**config.mk**
```make
export PLATFORM = sky130hd
export DESIGN_NAME = rect_fill_engine
export DESIGN_NICKNAME = d
export VERILOG_FILES = /design/src/rtl/rect_fill_engine.sv
export SDC_FILE = /design/constraint.sdc
export NUM_CORES = 1
export LEC_CHECK = 0
export CORE_MARGIN = 2
export CORE_UTILIZATION = 52
export CTS_CLUSTER_SIZE = 40
export DETAILED_ROUTE_END_ITERATION = 6
export GPL_ROUTABILITY_DRIVEN = 0
export PLACE_DENSITY = 0.79
export SYNTH_ARGS = -nofsm -noshare
export SYNTH_HDL_FRONTEND = slang
export SYNTH_SLANG_ARGS = --single-unit
```
**constraint.sdc**
```tcl
create_clock -name clk -period 2.53 [get_ports clk]
set_input_delay 0.506 -clock clk [delete_from_list [all_inputs] [get_ports clk]]
set_output_delay 0.506 -clock clk [all_outputs]
set_load 0.1 [all_outputs]
```
**src/rtl/rect_fill_engine.sv**
```systemverilog
// Rectangle fill engine: streams one pixel per clock for a latched rectangle.
// Optional build macro RECT_FILL_BORDER_EN adds a separate border colour.
module rect_fill_engine #(
   parameter int X_W      = 8,
   parameter int Y_W      = 7,
   parameter int COL_W    = 3,
   parameter int DIM_W    = 4,
   parameter int SCREEN_W = 160,
   parameter int SCREEN_H = 120
) (
   input  logic             clk,
   input  logic             reset_n,
   input  logic             start,
   input  logic [X_W-1:0]   x0,
   input  logic [Y_W-1:0]   y0,
   input  logic [DIM_W-1:0] w_m1,
   input  logic [DIM_W-1:0] h_m1,
   input  logic [COL_W-1:0] colour,
`ifdef RECT_FILL_BORDER_EN
   input  logic [COL_W-1:0] border_colour,
`endif
   output logic [X_W-1:0]   x,
   output logic [Y_W-1:0]   y,
   output logic [COL_W-1:0] colour_o,
   output logic             plot,
   output logic             busy,
   output logic             done
);

   typedef enum logic [1:0] {IDLE, DRAW, FIN} state_t;

   localparam logic [X_W:0] SW = (X_W+1)'(SCREEN_W);
   localparam logic [Y_W:0] SH = (Y_W+1)'(SCREEN_H);

   state_t state, state_d;

   logic [X_W-1:0]   x0_l;
   logic [Y_W-1:0]   y0_l;
   logic [DIM_W-1:0] w_l;
   logic [DIM_W-1:0] h_l;
   logic [COL_W-1:0] col_l;
   logic [DIM_W-1:0] cx;
   logic [DIM_W-1:0] cy;

   logic             accept;
   logic             last;
   logic             row_end;
   logic [X_W:0]     xs;
   logic [Y_W:0]     ys;
   logic             on_screen;
   logic [COL_W-1:0] pix_col;

`ifdef RECT_FILL_BORDER_EN
   logic [COL_W-1:0] bcol_l;
   logic             is_edge;
`endif

   // State register
   always_ff @(posedge clk or negedge reset_n) begin
      if (!reset_n) state <= IDLE;
      else          state <= state_d;
   end

   // Next-state logic; the done cycle is still busy, so start waits one more cycle
   always_comb begin
      state_d = state;
      unique case (state)
         IDLE:    if (start && !done) state_d = DRAW;
         DRAW:    if (last)           state_d = FIN;
         FIN:                         state_d = IDLE;
         default:                     state_d = IDLE;
      endcase
   end

   // Pixel address, clip test and colour select for the current scan position
   always_comb begin
      accept    = (state == IDLE) && start && !done;
      row_end   = (cx == w_l);
      last      = row_end && (cy == h_l);
      xs        = {1'b0, x0_l} + {{(X_W+1-DIM_W){1'b0}}, cx};
      ys        = {1'b0, y0_l} + {{(Y_W+1-DIM_W){1'b0}}, cy};
      on_screen = (xs < SW) && (ys < SH);
`ifdef RECT_FILL_BORDER_EN
      is_edge   = (cx == '0) || row_end || (cy == '0) || (cy == h_l);
      pix_col   = is_edge ? bcol_l : col_l;
`else
      pix_col   = col_l;
`endif
   end

   // Request latch, scan counters and registered pixel outputs
   always_ff @(posedge clk or negedge reset_n) begin
      if (!reset_n) begin
         x0_l     <= '0;
         y0_l     <= '0;
         w_l      <= '0;
         h_l      <= '0;
         col_l    <= '0;
         cx       <= '0;
         cy       <= '0;
         x        <= '0;
         y        <= '0;
         colour_o <= '0;
         plot     <= 1'b0;
         busy     <= 1'b0;
         done     <= 1'b0;
      end else begin
         plot <= (state == DRAW) && on_screen;
         busy <= (state == DRAW) || (state == FIN);
         done <= (state == FIN);
         if (accept) begin
            x0_l  <= x0;
            y0_l  <= y0;
            w_l   <= w_m1;
            h_l   <= h_m1;
            col_l <= colour;
            cx    <= '0;
            cy    <= '0;
         end
         if (state == DRAW) begin
            x        <= xs[X_W-1:0];
            y        <= ys[Y_W-1:0];
            colour_o <= pix_col;
            if (row_end) begin
               cx <= '0;
               cy <= cy + 1'b1;
            end else begin
               cx <= cx + 1'b1;
            end
         end
      end
   end

`ifdef RECT_FILL_BORDER_EN
   // Border colour is latched alongside the fill colour
   always_ff @(posedge clk or negedge reset_n) begin
      if (!reset_n)    bcol_l <= '0;
      else if (accept) bcol_l <= border_colour;
   end
`endif

endmodule

```
==> impl_metrics.env <==
export IMPL_status="completed"
export IMPL_nFillCells=411
export IMPL_slew_headroom_pct=63.63
export IMPL_syn_area_sq_mm=0.002759
export IMPL_cpPeakStageDelay_ps=450
export IMPL_path_cells="ha_1 -> fa_1 -> a21o_1 -> a21oi_1 -> xor2_1 -> o311ai_0 -> a311oi_1"
export IMPL_clkLatencyLatePin_ps=340
export IMPL_synth_edff_count=0
export IMPL_ys_async_sr_fraction_pct=100.0
export IMPL_synth_seq_cells=57
export IMPL_finalSetupViolations=0
export IMPL_hp_class="in2async"
export IMPL_finalClockSkew_ps=6.836
export IMPL_clk_path_buf_depth=2
export IMPL_via_count=2121
export IMPL_path_clk_slew_ps=60
export IMPL_crit_path_top_delay_cell="dfrtp_1"
export IMPL_drtPass1Iterations=4
export IMPL_yosys_most_used_dff="dfrtp_1"
export IMPL_vias_per_cell=5.161
export IMPL_post_drt_wl_per_cell_um=14.15
export IMPL_drive_gt1_share_pct=17.01
export IMPL_cts_resized=0
export IMPL_fp_dieW_um=76.84
export IMPL_finalCriticalPeriod_ps=2163
export IMPL_die_y_um=76.84
export IMPL_ant_nets=0
export IMPL_area_growth_pct=27.17
export IMPL_cts_hold_buffers=0
export IMPL_grt_pass1_wl_mm=9.942
export IMPL_layout_commonest_cell="nand2_1"
export IMPL_syn_nets=325
export IMPL_htreeDepth=3
export IMPL_cap_violations=0
export IMPL_clock_root_buffer="clkbuf_8"
export IMPL_overflow=0
export IMPL_layout_common_cells="82 x nand2_1, 57 x dfrtp_1, 27 x clkdlybuf4s50_1"
export IMPL_drc=0
export IMPL_std_cell_rows=26
export IMPL_numCtsBuffers=9
export IMPL_worst_pin_slew_ps=545.5
export IMPL_grtUsageTotal_pct=21.67
export IMPL_io_pins=50
export IMPL_ys_seq_area_share_pct=51.70
export IMPL_fin_tns_setup_ps=0
export IMPL_cp_data_required_time_ps=2760
export IMPL_die_area_sq_mm=0.005904
export IMPL_ys_warn_count=0
export IMPL_port_buffers=49
export IMPL_drt_initial_drc_count=93
export IMPL_cts_setup_buffers=0
export IMPL_hold_viol_final=0
export IMPL_rsz0062_at_grt="no"
export IMPL_postRouteWirelength_mm=5.815
export IMPL_antenna_cells=0
export IMPL_crit_path_start_kind="flip-flop"
export IMPL_critPathCaptureType="flip-flop"
export IMPL_antenna_found_initial=0
export IMPL_grt_max_degree=35
export IMPL_clock_sinks=57
export IMPL_synth_area_per_cell_sq_um=9.853
export IMPL_dp_hpwl_mm=4.064
export IMPL_maxSlewViolCount=0
export IMPL_netlist_cell_type_count=37
export IMPL_criticalPathCategory="reg2reg"
export IMPL_cp_arrival_ps=2390
export IMPL_core_region_area_sq_mm=0.005107
export IMPL_nets=381
export IMPL_cts_tree="yes"
export IMPL_start_util_pct=54.02
export IMPL_fmaxAchievable_mhz=462.2
export IMPL_cp_max_fo=6
export IMPL_synthCells=280
export IMPL_grt_pass1_vias=2119
export IMPL_period_share_pct=85.51
[worst max-delay path: cells and delay by family, from the launching register on]
| kind | cells | cell delay (ps) |
|---|---|---|
| fa+ha+maj | 2 | 650 |
| flops | 1 | 450 |
| compound gates | 4 | 790 |
| xor+xnor | 1 | 180 |
[area by class of cell]
type | count | area (sq um) | share of cell area (%)
sequential | 57 | 1426 | 40.66
multi-input combinational | 204 | 1262 | 35.98
timing repair buffer | 55 | 490.5 | 13.98
clock buffer | 14 | 172.7 | 4.922
tap | 70 | 87.58 | 2.496
clock inverter | 2 | 35.03 | 0.9986
inverter | 9 | 33.78 | 0.9629
[path summary, 6_finish.rpt]
kind                                  to  slack (ps)  cells after the start      from
worst max-delay path                plot         370                      7     cy[0]
worst min-delay path                x[1]         150                      1   reset_n
worst max register to register      plot         370                      7     cy[0]
worst min register to register  col_l[1]         480                      2  col_l[1]
max in group asynchronous         h_l[0]        1810                      2   reset_n
min in group clk                col_l[1]         480                      2  col_l[1]
[stage by stage]
step / worst slack [ps] / cells / hold slack, ps / util, % / instance area, sq um
final: 366.5 / 411 / 150.6 / 68.69 / 3508
after global routing: 189.8 / 411 / 189.9 / 68.69 / 3508
after global placement: 457.0 / 395 / 459.7 / 64.63 / 3301
after CTS: 354.1 / 411 / 162.2 / 68.69 / 3508
after floorplan: 574.1 / 280 / 210.4 / - / 2759
after detailed placement: 379.8 / 395 / 462.4 / 64.63 / 3301
[cells in the mapped netlist, types with 2 or more instances]
library cell	instances	area, sq um
nand2_1	82	307.8
dfrtp_1	57	1426
nor2_1	15	56.30
ha_1	14	175.2
o21ai_0	13	65.06
xor2_1	13	113.9
a21oi_1	10	50.05
mux2_2	10	112.6
clkbuf_1	8	30.03
inv_1	8	30.03
nand3_1	8	40.04
xnor2_1	7	61.31
a21o_1	3	22.52
nor3_1	3	15.01
a211oi_1	2	15.01
a311oi_1	2	17.52
fa_1	2	40.04
nand2b_1	2	12.51
nor2b_1	2	12.51
nor3b_1	2	15.01
[routing by layer]
layer / up-vias / share of wire (%) / wire, um / global-route usage (%)
met3: 13 / 4.7 / 276 / 6.000
met1: 1009 / 45 / 2641 / 27.38
met2: 59 / 48 / 2780 / 35.18
met4: 0 / 2.0 / 117 / 8.909
met5: - / 0 / 0 / 0
li1: 1040 / - / - / -
[state kept, by name, indices dropped and copies added, names as in the netlist]
signal	count
x0_l	8
x	8
y0_l	7
y	7
cx	4
cy	4
h_l	4
w_l	4
col_l	3
colour_o	3
state	2
busy	1
done	1
plot	1
[cell families (layout without fill, tap and decap cells)]
group	Yosys count	after routing	share of synthesized area (%)
multiplexers	11	11	4.445
AO/OA/AOI/OAI	39	39	8.753
adder cells (fa/ha/maj)	16	16	7.801
AND/OR/NAND/NOR	118	118	18.32
buffers and inverters	19	80	2.630
flip-flops	57	57	51.70
XOR/XNOR	20	20	6.349
Power is not shown: default switching activity piles up to over one toggle a cycle in this logic, so the estimate is an artifact.
